## config.mk

```make
export PLATFORM = sky130hd
export DESIGN_NAME = fetch_stage
export DESIGN_NICKNAME = d
export VERILOG_FILES = /design/src/rtl/arm_fetch_pkg.sv /design/src/rtl/fetch_perf_counters.sv /design/src/rtl/fetch_stage.sv
export SDC_FILE = /design/constraint.sdc
export NUM_CORES = 1
export LEC_CHECK = 0
export CAP_MARGIN = 30
export CORE_ASPECT_RATIO = 1.25
export CORE_UTILIZATION = 40
export DETAILED_ROUTE_END_ITERATION = 7
export GPL_TIMING_DRIVEN = 0
export PLACE_DENSITY = 0.77
export SLEW_MARGIN = 20
export SYNTH_ARGS = -nofsm -noshare
export SYNTH_HDL_FRONTEND = slang
export SYNTH_SLANG_ARGS = --single-unit
```

## constraint.sdc

```tcl
create_clock -name clk -period 3.8 [get_ports clk]
set_input_delay 0.57 -clock clk [delete_from_list [all_inputs] [get_ports clk]]
set_output_delay 0.57 -clock clk [all_outputs]
set_load 0.02 [all_outputs]
```

## src/rtl/arm_fetch_pkg.sv

```systemverilog
// rtl/arm_fetch_pkg.sv - shared widths, constants and IF/ID register type for the fetch stage
package arm_fetch_pkg;
  localparam int INSTR_W = 32;
  localparam int ADDR_W  = 32;

  localparam logic [ADDR_W-1:0]  DEFAULT_RESET_PC = 32'h0000_0000;
  localparam logic [INSTR_W-1:0] BUBBLE_INSTR     = 32'h0000_0000;

  typedef struct packed {
    logic [ADDR_W-1:0]  pc;
    logic [INSTR_W-1:0] instr;
    logic               valid;
  } if_id_t;
endpackage

```

## src/rtl/fetch_perf_counters.sv

```systemverilog
// rtl/fetch_perf_counters.sv - saturating fetch/stall/flush event counters
module fetch_perf_counters (
  input  logic        clk,
  input  logic        rst,
  input  logic        fetch_inc_i,
  input  logic        stall_inc_i,
  input  logic        flush_inc_i,
  output logic [31:0] fetch_cnt_o,
  output logic [31:0] stall_cnt_o,
  output logic [31:0] flush_cnt_o
);
  logic [31:0] fetch_q, stall_q, flush_q;

  function automatic logic [31:0] sat_inc(input logic [31:0] v, input logic inc);
    return (inc && v != 32'hFFFF_FFFF) ? v + 32'd1 : v;
  endfunction

  always_ff @(posedge clk) begin
    if (rst) begin
      fetch_q <= '0;
      stall_q <= '0;
      flush_q <= '0;
    end else begin
      fetch_q <= sat_inc(fetch_q, fetch_inc_i);
      stall_q <= sat_inc(stall_q, stall_inc_i);
      flush_q <= sat_inc(flush_q, flush_inc_i);
    end
  end

  assign fetch_cnt_o = fetch_q;
  assign stall_cnt_o = stall_q;
  assign flush_cnt_o = flush_q;
endmodule

```

## src/rtl/fetch_stage.sv

```systemverilog
// rtl/fetch_stage.sv - PC, IF/ID register, freeze and branch flush; FETCH_PERF_CNT_EN adds event counters
module fetch_stage
  import arm_fetch_pkg::*;
#(
  parameter logic [ADDR_W-1:0] RESET_PC   = DEFAULT_RESET_PC,
  parameter int                IMEM_DEPTH = 51
) (
  input  logic               clk,
  input  logic               rst,
  input  logic               freeze,
  input  logic               branch_taken,
  input  logic [ADDR_W-1:0]  branch_addr,
  output logic [ADDR_W-1:0]  imem_addr,
  input  logic [INSTR_W-1:0] imem_instr,
  output logic [ADDR_W-1:0]  pc_out,
  output logic [INSTR_W-1:0] instr_out,
  output logic               valid_out,
`ifdef FETCH_PERF_CNT_EN
  output logic [31:0]        fetch_cnt,
  output logic [31:0]        stall_cnt,
  output logic [31:0]        flush_cnt,
`endif
  output logic               addr_fault
);
  localparam logic [ADDR_W-1:0] DEPTH_W = ADDR_W'(IMEM_DEPTH);

  logic [ADDR_W-1:0] pc_q, pc_d, pc_plus4;
  if_id_t            ifid_q, ifid_d;
  logic              fault_q, fault_d;
  logic              in_range, advance;

  assign pc_plus4 = pc_q + 32'd4;
  assign in_range = {2'b00, pc_q[ADDR_W-1:2]} < DEPTH_W;
  assign advance  = !branch_taken && !freeze;

  always_comb begin
    pc_d    = pc_q;
    ifid_d  = ifid_q;
    fault_d = fault_q;
    if (branch_taken) begin
      pc_d   = {branch_addr[ADDR_W-1:2], 2'b00};
      ifid_d = '{pc: '0, instr: BUBBLE_INSTR, valid: 1'b0};
    end else if (!freeze) begin
      pc_d      = pc_plus4;
      ifid_d.pc = pc_plus4;
      if (in_range) begin
        ifid_d.instr = imem_instr;
        ifid_d.valid = 1'b1;
      end else begin
        // Out-of-range words are never forwarded as real instructions.
        ifid_d.instr = BUBBLE_INSTR;
        ifid_d.valid = 1'b0;
        fault_d      = 1'b1;
      end
    end
  end

  always_ff @(posedge clk) begin
    if (rst) begin
      pc_q    <= RESET_PC;
      ifid_q  <= '{pc: '0, instr: BUBBLE_INSTR, valid: 1'b0};
      fault_q <= 1'b0;
    end else begin
      pc_q    <= pc_d;
      ifid_q  <= ifid_d;
      fault_q <= fault_d;
    end
  end

  assign imem_addr  = pc_q;
  assign pc_out     = ifid_q.pc;
  assign instr_out  = ifid_q.instr;
  assign valid_out  = ifid_q.valid;
  assign addr_fault = fault_q;

`ifdef FETCH_PERF_CNT_EN
  fetch_perf_counters u_perf (
    .clk         (clk),
    .rst         (rst),
    .fetch_inc_i (advance && in_range),
    .stall_inc_i (freeze && !branch_taken),
    .flush_inc_i (branch_taken),
    .fetch_cnt_o (fetch_cnt),
    .stall_cnt_o (stall_cnt),
    .flush_cnt_o (flush_cnt)
  );
`endif
endmodule

```

After elaboration in Yosys (flattened, before gate mapping)
Cells that the tools add are included.
Operators by class
  muxes and demuxes: 3
  shift operators: 0
  multipliers: 0
  magnitude comparators: 1
  divide/modulo/power cells: 0
  bitwise logic cells: 3
  equal/unequal tests: 1
  add/subtract/negate cells: 1
  reductions and logical operators: 2
Operators by type and width (count)
  32-bit two-way mux: 2
  33-bit two-way mux: 1
  32-bit by 3-bit adder with 32-bit output, second input constant: 1
  30-bit by 6-bit < comparator with 1-bit output, second input constant: 1
  1-bit NOT: 3
  3-bit AND reduction: 1
  2-bit by 1-bit != test with 1-bit output, second input constant: 1
  2-bit OR reduction: 1
Word-level totals
  memory bits (read-only): 0
  input bits: 68
  latch bits: 0
  memory bits (writable): 0
  register bits after elaboration: 98
  logic and storage cells: 17
  memories kept: 0

Longest topological paths before layout
  depth in word-level cells: 3
  depth in mapped cells: 7

Worst setup path after synthesis
No wires, ideal clock.
  path kind: register to register
  from: register pc_q[2], in the netlist imem_addr[2]
  to: register ifid_q (netlist bit pc_out[26])
  slack: 1475 ps
  data arrival time: 2251 ps
  stages on the path, launching flop included: 7
  buffers on the path: 1
  cell sequence: dfxtp_1 -> ha_1 -> nand3_2 -> or4_4 -> buf_6 -> or4_1 -> a31oi_1
Between the ends
  longest elaborated chain between the ends: 1
RTL lines
  start, declared: RTL line fetch_stage.sv:27  | logic [ADDR_W-1:0] pc_q, pc_d, pc_plus4;
  start signal, assigned: RTL line fetch_stage.sv:64  | pc_q <= pc_d;
  32-bit by 3-bit adder with 32-bit output: RTL line fetch_stage.sv:32  | assign pc_plus4 = pc_q + 32'd4;
  end signal, assigned: RTL line fetch_stage.sv:61  | ifid_q <= '{pc: '0, instr: BUBBLE_INSTR, valid: 1'b0};
  end signal, assigned: RTL line fetch_stage.sv:65  | ifid_q <= ifid_d;
  end, declared: RTL line fetch_stage.sv:28  | if_id_t ifid_q, ifid_d;
No other way between the ends.
A chain may end at the register's enable or synchronous reset.

==> results by group <==
Hold path
  • Hold path cells: 2
  • Hold Crit Class: reg -> reg

Synth
  • Main synth FF type: dfxtp_1
  • Share of the synthesized area in the top cell type: 39.1%
  • Ranking of synthesized cells by area: dfxtp_1 (39%), or4_1 (6.9%), a21oi_1 (5.8%), nand2_1 (4.1%), clkbuf_1 (3.8%)
  • Post-synth top cells: dfxtp_1 (94), a21oi_1 (56), nand2_1 (53), clkbuf_1 (49), or4_1 (44)
  • Avg Cell Area, Syn: 7.95 um^2
  • Post-Synthesis Cells: 606
  • Top-count cell post-synth: dfxtp_1
  • Synth cell types: 57
  • Asr flop ratio synth: 0%
  • EDFF count, synth: 0
  • Post-Syn Area: 4820 um^2
  • YS warnings: 0
  • Sequential area share after synthesis: 39.1%
  • Synth area leader: dfxtp_1
  • #FFs+latches synth: 94

Pwr
  • Psw: 0.655 mW
  • Peak supply drop: 0.242 mV
  • Sequential power share: 45.1%
  • P_int: 1.68 mW
  • Clock share of power: 37.1%
  • Lkg Pwr: 2.30 nW
  • Comb power frac: 17.8%
  • Pwr per Cell Area: 340 nW/um^2
  • Switching Fraction: 28.0%

Routing
  • Post-DRT Antenna Nets: 0
  • Met1 wire length: 6670 um
  • WL final: 17,700 um
  • Max Used Layer: met4
  • Vias: 5,418
  • Initial DRC count: 354
  • Avg WL per Cell: 18.8 um
  • Vias per Instance: 5.75
  • Drt pass-1 iters: 6
  • Met2 wire length: 8700 um
  • Met3 wire length: 1930 um
  • DRC: 0

Timing
  • Min Tclk post-route: 2.75 ns
  • RSZ-0062 raised after global routing: false
  • Clock skew: 0.00535 ns
  • Final period util: 72.5%
  • Setup violations, final: 0
  • Fin Setup TNS: 0 ns
  • Worst slew pin tran: 1.04 ns
  • Hold Violations, Final: 0
  • Max_slew headroom: 29.8%
  • Final Slew Violations: 0
  • Fmax: 363 MHz

Global routing
  • Total GRT Usage: 28.2%
  • Pin count of the biggest net entering global routing: 15
  • Initial antenna violation count: 0
  • Gr ovfl total: 0
  • First-pass GRT wire length: 27,300 um
  • Vias in the first global route: 5,273

Clock tree
  • Buffers from clock root to sink, at most: 2
  • CTS H-Tree Depth: 3
  • Total CTS buffers: 9
  • CTS Hold Bufs: 0
  • Sink Count: 94
  • Setup bufs post-CTS: 0
  • Reg clk slew, reported paths: 0.06 ns
  • Clock root buffer: clkbuf_16
  • CTS tree: built
  • Clock latency on the worst-skew pair: 0.35 ns
  • Cts repair resizes: 0

Placed design
  • Routability cong.: 0.938
  • Post-DP HPWL: 13,000 um
  • Area after DPL: 6600 um^2
  • I/O Buffers: 156

Floorplanning
  • Core Region: 11,700 um^2
  • IO Pins: 166
  • Row count: 44
  • Die Wd: 100 um
  • Die ar.: 12,500 um^2
  • Die Y-Extent: 125 um
  • Initial Utilization: 41.3%

Worst setup path
  • R2R depth: 7
  • Required time of the critical path: 4.02 ns
  • Reg2reg setup slack: 1.11 ns
  • Arr. time, crit path: 2.98 ns
  • Startpoint Class: primary input
  • Crit end category: flop
  • Critical path peak fanout: 10
  • Critical path class: in -> reg

Layout
  • Area growth syn-to-layout: 42.7%
  • Ant diodes: 0
  • Share of cells above drive strength 1: 5.38%
  • Final-stage net count: 845
  • Fillers: 1,076
  • Post-route cell area: 6880 um^2

Outcome
  • Status: finished clean

Job
  • Max_cap viols: 0
power by group through the flow:
stage	sequential, mW	combinational (mW)	clock (mW)
6_report	1.05	0.417	0.868
5_1_grt	1.06	0.444	0.909
4_1_cts	1.05	0.413	0.868
3_5_place_dp	1.08	0.411	0
3_3_place_gp	1.07	0.406	0
2_1_floorplan	1.11	0.171	0
path summary, 6_finish.rpt:
path / startpoint / endpoint
hold reg to reg: addr_fault$_SDFFE_PP0P_ / addr_fault$_SDFFE_PP0P_
setup / recovery: freeze / pc_out[4]$_SDFFE_PP0N_
hold / removal: addr_fault$_SDFFE_PP0P_ / addr_fault$_SDFFE_PP0P_
setup reg to reg: imem_addr[2]$_SDFFE_PP0P_ / imem_addr[18]$_SDFFE_PP0P_
routing by layer:
metal | up-vias | GRT usage, %
met5 | - | 0
met4 | 0 | 10.9
li1 | 2533 | -
met3 | 39 | 9.32
met2 | 312 | 47.9
met1 | 2534 | 32.2
cells in the final DEF (no fill, tap or decap), types with 3 or more instances in the layout:
cell type and count:
a211oi_1 12, a21oi_1 56, a311oi_1 9, a31oi_1 15
and2_1 3, and4_1 6, buf_2 9, buf_4 7
clkbuf_1 51, clkbuf_16 9, clkdlybuf4s50_1 156, conb_1 4
dfxtp_1 94, inv_1 42, nand2_1 53, nand3_1 9
nand4_1 8, nand4b_1 3, nor2_1 35, nor3_1 13
nor4_1 13, o211ai_1 5, o21ai_0 31, o311ai_0 3
o31ai_1 12, or3_1 9, or4_1 44, xnor2_1 18
xor2_1 3
cells by family (layout without fill, tap and decap cells):
group / Yosys count / in the layout / share of synthesized area [%]
fa+ha+maj: 1 / 1 / 0.260
simple gates: 216 / 216 / 25.8
flops: 94 / 94 / 39.1
other cells: 1 / 4 / 0.0778
xor+xnor: 21 / 21 / 3.82
mux: 2 / 2 / 0.415
compound gates: 160 / 160 / 20.8
buf+inv: 111 / 283 / 9.76
state kept, by name, summed over array words and instances, names as in the netlist:
name	cells
valid_out	1
addr_fault	1
instr_out	32
pc_out	30
imem_addr	30
critical path, cell delays in order:
cell and delay (ns):
clkbuf_1 0.52, clkbuf_1 0.45, clkbuf_1 0.55, clkbuf_1 0.56
nor2_1 0.13, a21oi_1 0.14, nor2_1 0.05
final cells by class:
type	instances	area, um^2	area share, %
buffer	68	309	4.49
multi-input combinational	404	2480	36.1
sequential	94	1880	27.4
timing repair buffer	156	1560	22.7
clock buffer	13	260	3.78
inverter	43	161	2.35
clock inverter	3	18.8	0.273
tap	161	201	2.93
metrics by stage:
stage | hold slack, ns | utilization [%] | power (mW) | worst slack, ns | instances
after global placement | 0.440 | 56.5 | 1.48 | 0.808 | 926
final | 0.457 | 58.9 | 2.34 | 1.05 | 942
after global routing | 0.471 | 58.9 | 2.41 | 0.895 | 942
after detailed placement | 0.448 | 56.5 | 1.49 | 0.863 | 926
after CTS | 0.458 | 58.9 | 2.33 | 1.16 | 942
after floorplan | 0.522 | - | 1.28 | 1.47 | 609
No activity file was read; power rests on OpenSTA's default activity.
